--- src/rtl/servo_ramp_sched.sv ---
// servo_ramp_sched: once per PWM frame, walks all channels, slews cur toward tgt and
// writes each changed width as two register bytes. Step limiting: SERVO_RAMP_SCHED_RAMP_EN.
//
// state  | meaning
// IDLE   | waiting for a frame tick or a pending tick
// CALC   | update cur[ch] toward tgt[ch], decide whether a write is needed
// WR_LO  | write cur[7:0] to {ch,0}, held until Wr_Ready
// WR_HI  | write cur[14:8] to {ch,1}, held until Wr_Ready
// NEXT   | advance channel or finish the sweep
module servo_ramp_sched #(
    parameter int          NCH      = 8,
    parameter logic [14:0] PW_MIN   = 15'd1000,
    parameter logic [14:0] PW_MAX   = 15'd2000,
    parameter logic [14:0] RESET_PW = 15'd1500
) (
    input  logic        Clk,
    input  logic        rst,
    input  logic        Frame_Tick,
    input  logic        Tgt_WEn,
    input  logic [2:0]  Tgt_Ch,
    input  logic [14:0] Tgt_Val,
    input  logic [7:0]  Step,
    output logic [7:0]  Wr_Addr,
    output logic [7:0]  Wr_Data,
    output logic        Wr_En,
    input  logic        Wr_Ready,
    output logic        Busy,
    output logic        Done
);

    typedef enum logic [2:0] {S_IDLE, S_CALC, S_WR_LO, S_WR_HI, S_NEXT} state_t;

    state_t      r_state, w_state_nxt;
    logic [2:0]  r_ch;
    logic        r_pend;
    logic        r_init;
    logic [14:0] r_tgt [NCH];
    logic [14:0] r_cur [NCH];

    logic [14:0] w_cur_sel, w_tgt_sel, w_cur_nxt, w_clamp;
    logic        w_last, w_tgt_ok;

    assign w_cur_sel = r_cur[r_ch];
    assign w_tgt_sel = r_tgt[r_ch];
    assign w_last    = (r_ch == 3'(NCH - 1));
    assign w_tgt_ok  = ({1'b0, Tgt_Ch} < 4'(NCH));
    assign w_clamp   = (Tgt_Val < PW_MIN) ? PW_MIN :
                       (Tgt_Val > PW_MAX) ? PW_MAX : Tgt_Val;

`ifdef SERVO_RAMP_SCHED_RAMP_EN
    logic [14:0] w_diff, w_stp;
    logic        w_up;

    // Limiting the move to min(|d|, Step) guarantees no overshoot past tgt.
    always_comb begin
        w_up      = (w_tgt_sel >= w_cur_sel);
        w_diff    = w_up ? (w_tgt_sel - w_cur_sel) : (w_cur_sel - w_tgt_sel);
        w_stp     = (w_diff < {7'd0, Step}) ? w_diff : {7'd0, Step};
        w_cur_nxt = w_up ? (w_cur_sel + w_stp) : (w_cur_sel - w_stp);
    end
`else
    logic w_unused_step;
    assign w_unused_step = ^Step;
    assign w_cur_nxt     = w_tgt_sel;
`endif

    always_ff @(posedge Clk or posedge rst) begin
        if (rst) r_state <= S_IDLE;
        else     r_state <= w_state_nxt;
    end

    always_comb begin
        w_state_nxt = r_state;
        Wr_En       = 1'b0;
        Wr_Addr     = 8'd0;
        Wr_Data     = 8'd0;
        Done        = 1'b0;
        Busy        = (r_state != S_IDLE);
        case (r_state)
            S_IDLE: if (Frame_Tick || r_pend) w_state_nxt = S_CALC;
            S_CALC: w_state_nxt = ((w_cur_nxt != w_cur_sel) || r_init) ? S_WR_LO : S_NEXT;
            S_WR_LO: begin
                Wr_En   = 1'b1;
                Wr_Addr = {4'd0, r_ch, 1'b0};
                Wr_Data = w_cur_sel[7:0];
                if (Wr_Ready) w_state_nxt = S_WR_HI;
            end
            S_WR_HI: begin
                Wr_En   = 1'b1;
                Wr_Addr = {4'd0, r_ch, 1'b1};
                Wr_Data = {1'b0, w_cur_sel[14:8]};
                if (Wr_Ready) w_state_nxt = S_NEXT;
            end
            S_NEXT: begin
                if (w_last) begin
                    Done        = 1'b1;
                    w_state_nxt = S_IDLE;
                end else begin
                    w_state_nxt = S_CALC;
                end
            end
            default: w_state_nxt = S_IDLE;
        endcase
    end

    always_ff @(posedge Clk or posedge rst) begin
        if (rst) begin
            r_ch   <= 3'd0;
            r_pend <= 1'b0;
            r_init <= 1'b1;
            for (int i = 0; i < NCH; i++) begin
                r_tgt[i] <= RESET_PW;
                r_cur[i] <= RESET_PW;
            end
        end else begin
            if (Tgt_WEn && w_tgt_ok) r_tgt[Tgt_Ch] <= w_clamp;
            // Pending only sets while busy and only clears from IDLE, so they never collide.
            if (Frame_Tick && (r_state != S_IDLE)) r_pend <= 1'b1;
            case (r_state)
                S_IDLE: begin
                    if (w_state_nxt == S_CALC) begin
                        r_ch   <= 3'd0;
                        r_pend <= 1'b0;
                    end
                end
                S_CALC: r_cur[r_ch] <= w_cur_nxt;
                S_NEXT: begin
                    if (w_last) r_init <= 1'b0;
                    else        r_ch   <= r_ch + 3'd1;
                end
                default: ;
            endcase
        end
    end

endmodule

--- config.mk ---
export PLATFORM = sky130hd
export DESIGN_NAME = servo_ramp_sched
export DESIGN_NICKNAME = d
export VERILOG_FILES = /design/src/rtl/servo_ramp_sched.sv
export SDC_FILE = /design/constraint.sdc
export NUM_CORES = 1
export LEC_CHECK = 0
export BUFFER_PORTS_ARGS = -buffer_cell sky130_fd_sc_hd__clkbuf_2
export CAP_MARGIN = 20
export CORE_ASPECT_RATIO = 1.2
export CORE_UTILIZATION = 50
export DETAILED_ROUTE_END_ITERATION = 7
export GPL_ROUTABILITY_DRIVEN = 0
export PLACE_DENSITY = 0.67
export SLEW_MARGIN = 20
export SYNTH_ARGS = -nofsm -noshare
export SYNTH_HDL_FRONTEND = slang
export SYNTH_SLANG_ARGS = --single-unit
--- constraint.sdc ---
create_clock -name Clk -period 15.72 [get_ports Clk]
set_input_delay 3.144 -clock Clk [delete_from_list [all_inputs] [get_ports Clk]]
set_output_delay 3.144 -clock Clk [all_outputs]
set_load 0.1 [all_outputs]
# Word level (Yosys, flattened, before mapping)
# Index checks and enable logic that the tools add are counted.
[classes]
add_sub_neg = 1
n_mul = 0
div = 0
n_lt_le_gt_ge = 6
eq_ne = 9
shift = 0
mux = 31
bitwise_logic = 2
reduce_logical = 11
[ops]
columns = ["op", "count"]
rows = [
  ["$bwmux 120", 2],
  ["$mux 15", 8],
  ["$bmux 15 s3", 2],
  ["$demux 15 s3", 2],
  ["$mux 3", 6],
  ["$pmux 8 s2", 1],
  ["$gt 15x11->1 const B", 1],
  ["$lt 15x10->1 const B", 1],
  ["$ne 15x15->1", 1],
  ["$pmux 3 s5", 1],
  ["$ge 4x4->1 const B", 2],
  ["$lt 4x1->1 const B", 2],
  ["$not 3->4", 2],
  ["$pmux 4 s2", 1],
  ["$mux 1", 7],
  ["$eq 3x1->1 const B", 2],
  ["$eq 3x2->1 const B", 2],
  ["$eq 3x3->1 const B", 2],
  ["$pmux 3 s2", 1],
  ["$ne 2x2->1 const B", 2],
  ["$add 3x1->3 const B", 1],
  ["$logic_and 1x1->1", 3],
  ["$logic_not 3->1", 1],
  ["$reduce_and 3->1", 1],
  ["other kinds (5)", 6],
]
[totals]
reg_bits = 248
latchBits = 0
ram_bits = 0
romBits = 0
output_inout_bits = 19
wordCells = 80
mem_count = 0

# Depth between registers and ports, before layout
[depth]
word_depth = 11
depth_mapped = 13

# Least setup slack after synthesis
# No wires, ideal clock.
[synth_timing]
path_type = "register to output"
from = "register r_ch[0]"
to = "output Wr_Data[2]"
arrival_time_ns = 3.957
required_time_ns = 12.576
setup_slack_ns = 8.619
stages_incl_launch_ff = 10
cell_sequence = "dfrtp_1 -> buf_6 -> buf_12 -> buf_12 -> buf_2 -> buf_2 -> mux4_2 -> nand2_1 -> and3_1 -> a211oi_1"
[synth_via]
elab_chain_len = 5
[synth_rtl]
columns = ["element", "line", "source"]
rows = [
  ["start, declared", "34", "logic [2:0] r_ch;"],
  ["start signal, assigned", "129", "else r_ch <= r_ch + 3'd1;"],
  ["$not 3->4 (implied by the code)", "43", "assign w_cur_sel = r_cur[r_ch];"],
  ["$bmux 15 s3", "43", ""],
  ["$mux 15 (implied by the code) (2 in series)", "43", ""],
  ["$pmux 8 s2", "79", "case (r_state)"],
  ["end, declared", "24", "output logic [7:0] Wr_Data,"],
]
# Every way passes these cells. The select of a mux whose other input is x is not followed.

# Worst setup path after layout
[layout_timing]
from = "register r_ch[0]"
to = "output Wr_Data[6]"
# The elaborated chain is that of the path after synthesis.

==> run summary <==
From synthesis to final layout, the design area changed by 10.6%. The post-route antenna net violation count was 0. The run finished with clean final reports.

Detailed placement ended at an HPWL of 16700 um. The part of the cycle the worst path needs is 0.449, and the remaining global-route overflow is 0. The peak ir drop on the vdd network was 0.0793 mV; the starting density of the core was 0.512.

The cell at the root of the clock tree was clkbuf_16. On the critical path, the stage with the largest delay is an instance of dfrtp_4. Static timing analysis puts the maximum clock frequency at 142 MHz.

On the critical path the largest part of the delay comes from buffers and inverters. The run gives 1 as the count of H-tree levels built during CTS. The critical path in this run is classified as reg -> out. Summed over all cells, the static leakage comes to 0.00549 uW.

After detailed routing, the average wire length per cell comes to 19.8 um. STA puts the critical path data arrival time at 3.91 ns. The path class of the tightest hold or removal check is reg -> reg.

The repair_antennas step left the layout with diodes totalling 0. The library cell with the highest instance count after synthesis is nand2_1. The overall fraction of global-route tracks in use was 0.238.

For the total via count in the routed design, the log shows 7817. The critical path goes through buf_4 -> mux4_1 -> nor2_1 -> a221oi_1 -> nor2_1 -> a211oi_1 -> clkbuf_2. The areal power density over the cells was 141 nW/um2; the number of global-route vias before repair was 7899. The post-synthesis area per instance is 11.1 um2, and the number of register bits inferred by synthesis is 248. The most numerous cell type found on the critical path is nor2_1. The worst setup path is captured at an output pin.

The maximum fanout along the worst path was 55; the endpoint required time on the critical path was 12.58 ns. The count of yosys warnings during synthesis was 0. After detailed routing, the number of vias per cell comes to 5.73. After clock tree synthesis, the flow added hold-fix buffers numbering 0. Count of buffers inserted at the top-level ports: 37. The number of detailed-route iterations in the first pass is 5. TritonCTS built the clock tree. The cell area that synthesis handed to floorplanning was 11500 um2. The final-report max-slew violation count came out at 0. Yosys attributes the largest share of cell area to dfrtp_1, dfstp_2, o21ai_0, nand2_1, mux2_2. The die is 141 um wide.

The smallest clock period supported by the final layout is computed as 7.05 ns. The standard-cell row count is 60. The detailed router finished its first iteration with 480 violations.

In the synthesized netlist, the cells that appear most often are nand2_1, o21ai_0, dfrtp_1, dfstp_2, mux2_2. The worst slew slack as a fraction of its limit is 0.262, and the count of max-cap constraint violations is 0. Setup violations remaining at the end of the flow were counted as 0. The fraction of synthesis flops using an asynchronous set or reset pin is 1.00, and the total setup buffers inserted after CTS is 0. The maximum number of pins on one net before global-route repair was 99; the buffers plus inverters on the worst setup path was 2.

Between clock sinks in the finished design, the worst skew comes to 0.0107 ns. Summing internal, switching and leakage power gives 1800 uW. After clock tree synthesis, the clock-pin slew on the worst setup and hold paths is 0.06 ns. From bottom edge to top edge, the die measures 168 um.

For the number of library cell types mapped by synthesis, the log shows 62. The die covers 23700 um2. In the final timing run, aggregate negative setup slack is 0 ns. Number of fillers in the final layout: 1959. The area of the multi-input gates is 4790 um2, and the gate count of the mapped netlist is 1043.

After detailed routing, the number of remaining DRC violations is 0. Yosys mapped a number of flops with a built-in enable equal to 0. The logs give 0.550 for the register area share after synthesis and 27 for the clock buffer count from CTS. The sum of routed wire length over all layers came out at 27000 um. Most common flop cell mapped by yosys: dfrtp_1. The logs give 248 for the number of sinks driven by the clock tree and 0 for the final count of hold timing violations. Actual transition at the worst max-transition pin: 1.10 ns.

For the total area of sequential cells, the log shows 6350 um2. The net count of the finished layout is 1098. For this run, the slowest stage of the critical path takes 0.82 ns. STA classifies the critical path startpoint as a flop. The placeable core area was 22500 um2. In this run the count of I/O pins placed on the die edge is 50. The top cell type's share of synthesized area came out at 0.293. Counting along the longest clock path gives a buffer depth of 3. The core utilization of the finished layout is 0.567. Setup repair after global routing left no endpoint under its margin.

The run gives 0 as the number of gates resized after cts. The fraction of layout cells with a size suffix above 1 is 0.253, and the number of antenna violations at the first check in global routing is 0. The first global-routing pass estimated 43800 um of wire. Of all cell types, the one taking the most synthesized area is dfrtp_1. The clock latency on the worst-skew pair was 0.53 ns.
==> cell families (layout without fill, tap and decap cells) <==
kind of cell,count (synthesis),in the layout,share of synthesized area
XOR/XNOR,23,23,0.0175
other,1,4,0.000325
multiplexers,115,115,0.144
AO/OA/AOI/OAI,255,255,0.127
flip-flops,248,248,0.550
buffers and inverters,76,116,0.0359
adder cells (fa/ha/maj),3,3,0.00304
AND/OR/NAND/NOR,322,322,0.122
==> cell usage in the layout (no fill, tap or decap), drive strengths merged, types with 6 or more instances in the layout <==
cell    synthesis  routed
nand2         209     209
o21ai         192     192
dfrtp         135     135
dfstp         113     113
clkbuf         40      81
mux2           43      43
mux2i          41      41
and2           34      34
nor2           32      32
mux4           31      31
buf            26      19
xor2           17      17
nand3           9       9
inv             8       9
nor2b           8       8
a21oi           8       8
a22oi           8       8
a221oi          8       8
a211oi          7       7
clkinv          2       7
a31oi           6       6
xnor2           6       6
==> metal layers <==
metal  wire [um]  up-vias  global-route usage  share of wire
li1            -     3723                   -              -
met1       12100     3871               0.315           0.45
met2       13200      180               0.410           0.49
met3        1210       43              0.0375          0.045
met4         522        0              0.0633          0.019
met5           0        -                   0              0
==> power by group <==
part / internal [uW] / switching, uW / leakage, uW
logic: 130 / 288 / 0.00203
clock network: 360 / 252 / 0.000430
registers: 723 / 50.4 / 0.00303
==> through the flow <==
stage	hold slack [ns]	instances	cell area [um2]	worst slack (ns)
floorplan	0.442	1046	11600	5.95
global placement	0.455	1310	11800	9.22
detailed placement	0.463	1312	11900	9.25
CTS	0.478	1362	12700	8.68
global route	0.492	1365	12800	8.48
finish	0.474	1365	12800	8.67
==> worst reg2reg max path, delay by kind of cell, from the launching register on <==
kind	cells	cell delay, ns
xor gates and xnor gates	1	0.28
muxes	2	1.34
DFF	1	0.82
buffers and inverters	1	0.84
and+or+nand+nor	2	0.74
AOI/OAI and AO/OA	2	0.55
==> layout make-up <==
class,instances,area share
clock buffer,44,0.0651
tap,279,0.0274
timing repair buffer,56,0.0283
clock inverter,6,0.00265
sequential,248,0.498
multi-input combinational,722,0.375
inverter,10,0.00353
==> state kept, by name (all words and copies together), names as in the netlist <==
name,flops
r_init,1
r_cur,120
r_tgt,120
r_ch,3
r_pend,1
r_state,3
==> final timing paths <==
check                                from    endpoint  slack [ns]  cells after the start
worst max-delay path              r_ch[0]  Wr_Data[6]        8.67                      7
worst min-delay path            r_tgt[15]   r_tgt[15]        0.47                      2
worst max register to register    r_ch[0]  r_state[2]       11.04                      8
worst min register to register  r_tgt[15]   r_tgt[15]        0.47                      2
max in group asynchronous             rst     r_ch[0]       11.48                      3
min in group asynchronous             rst   r_cur[56]        2.70                      2
(Power assumes the default switching activity.)
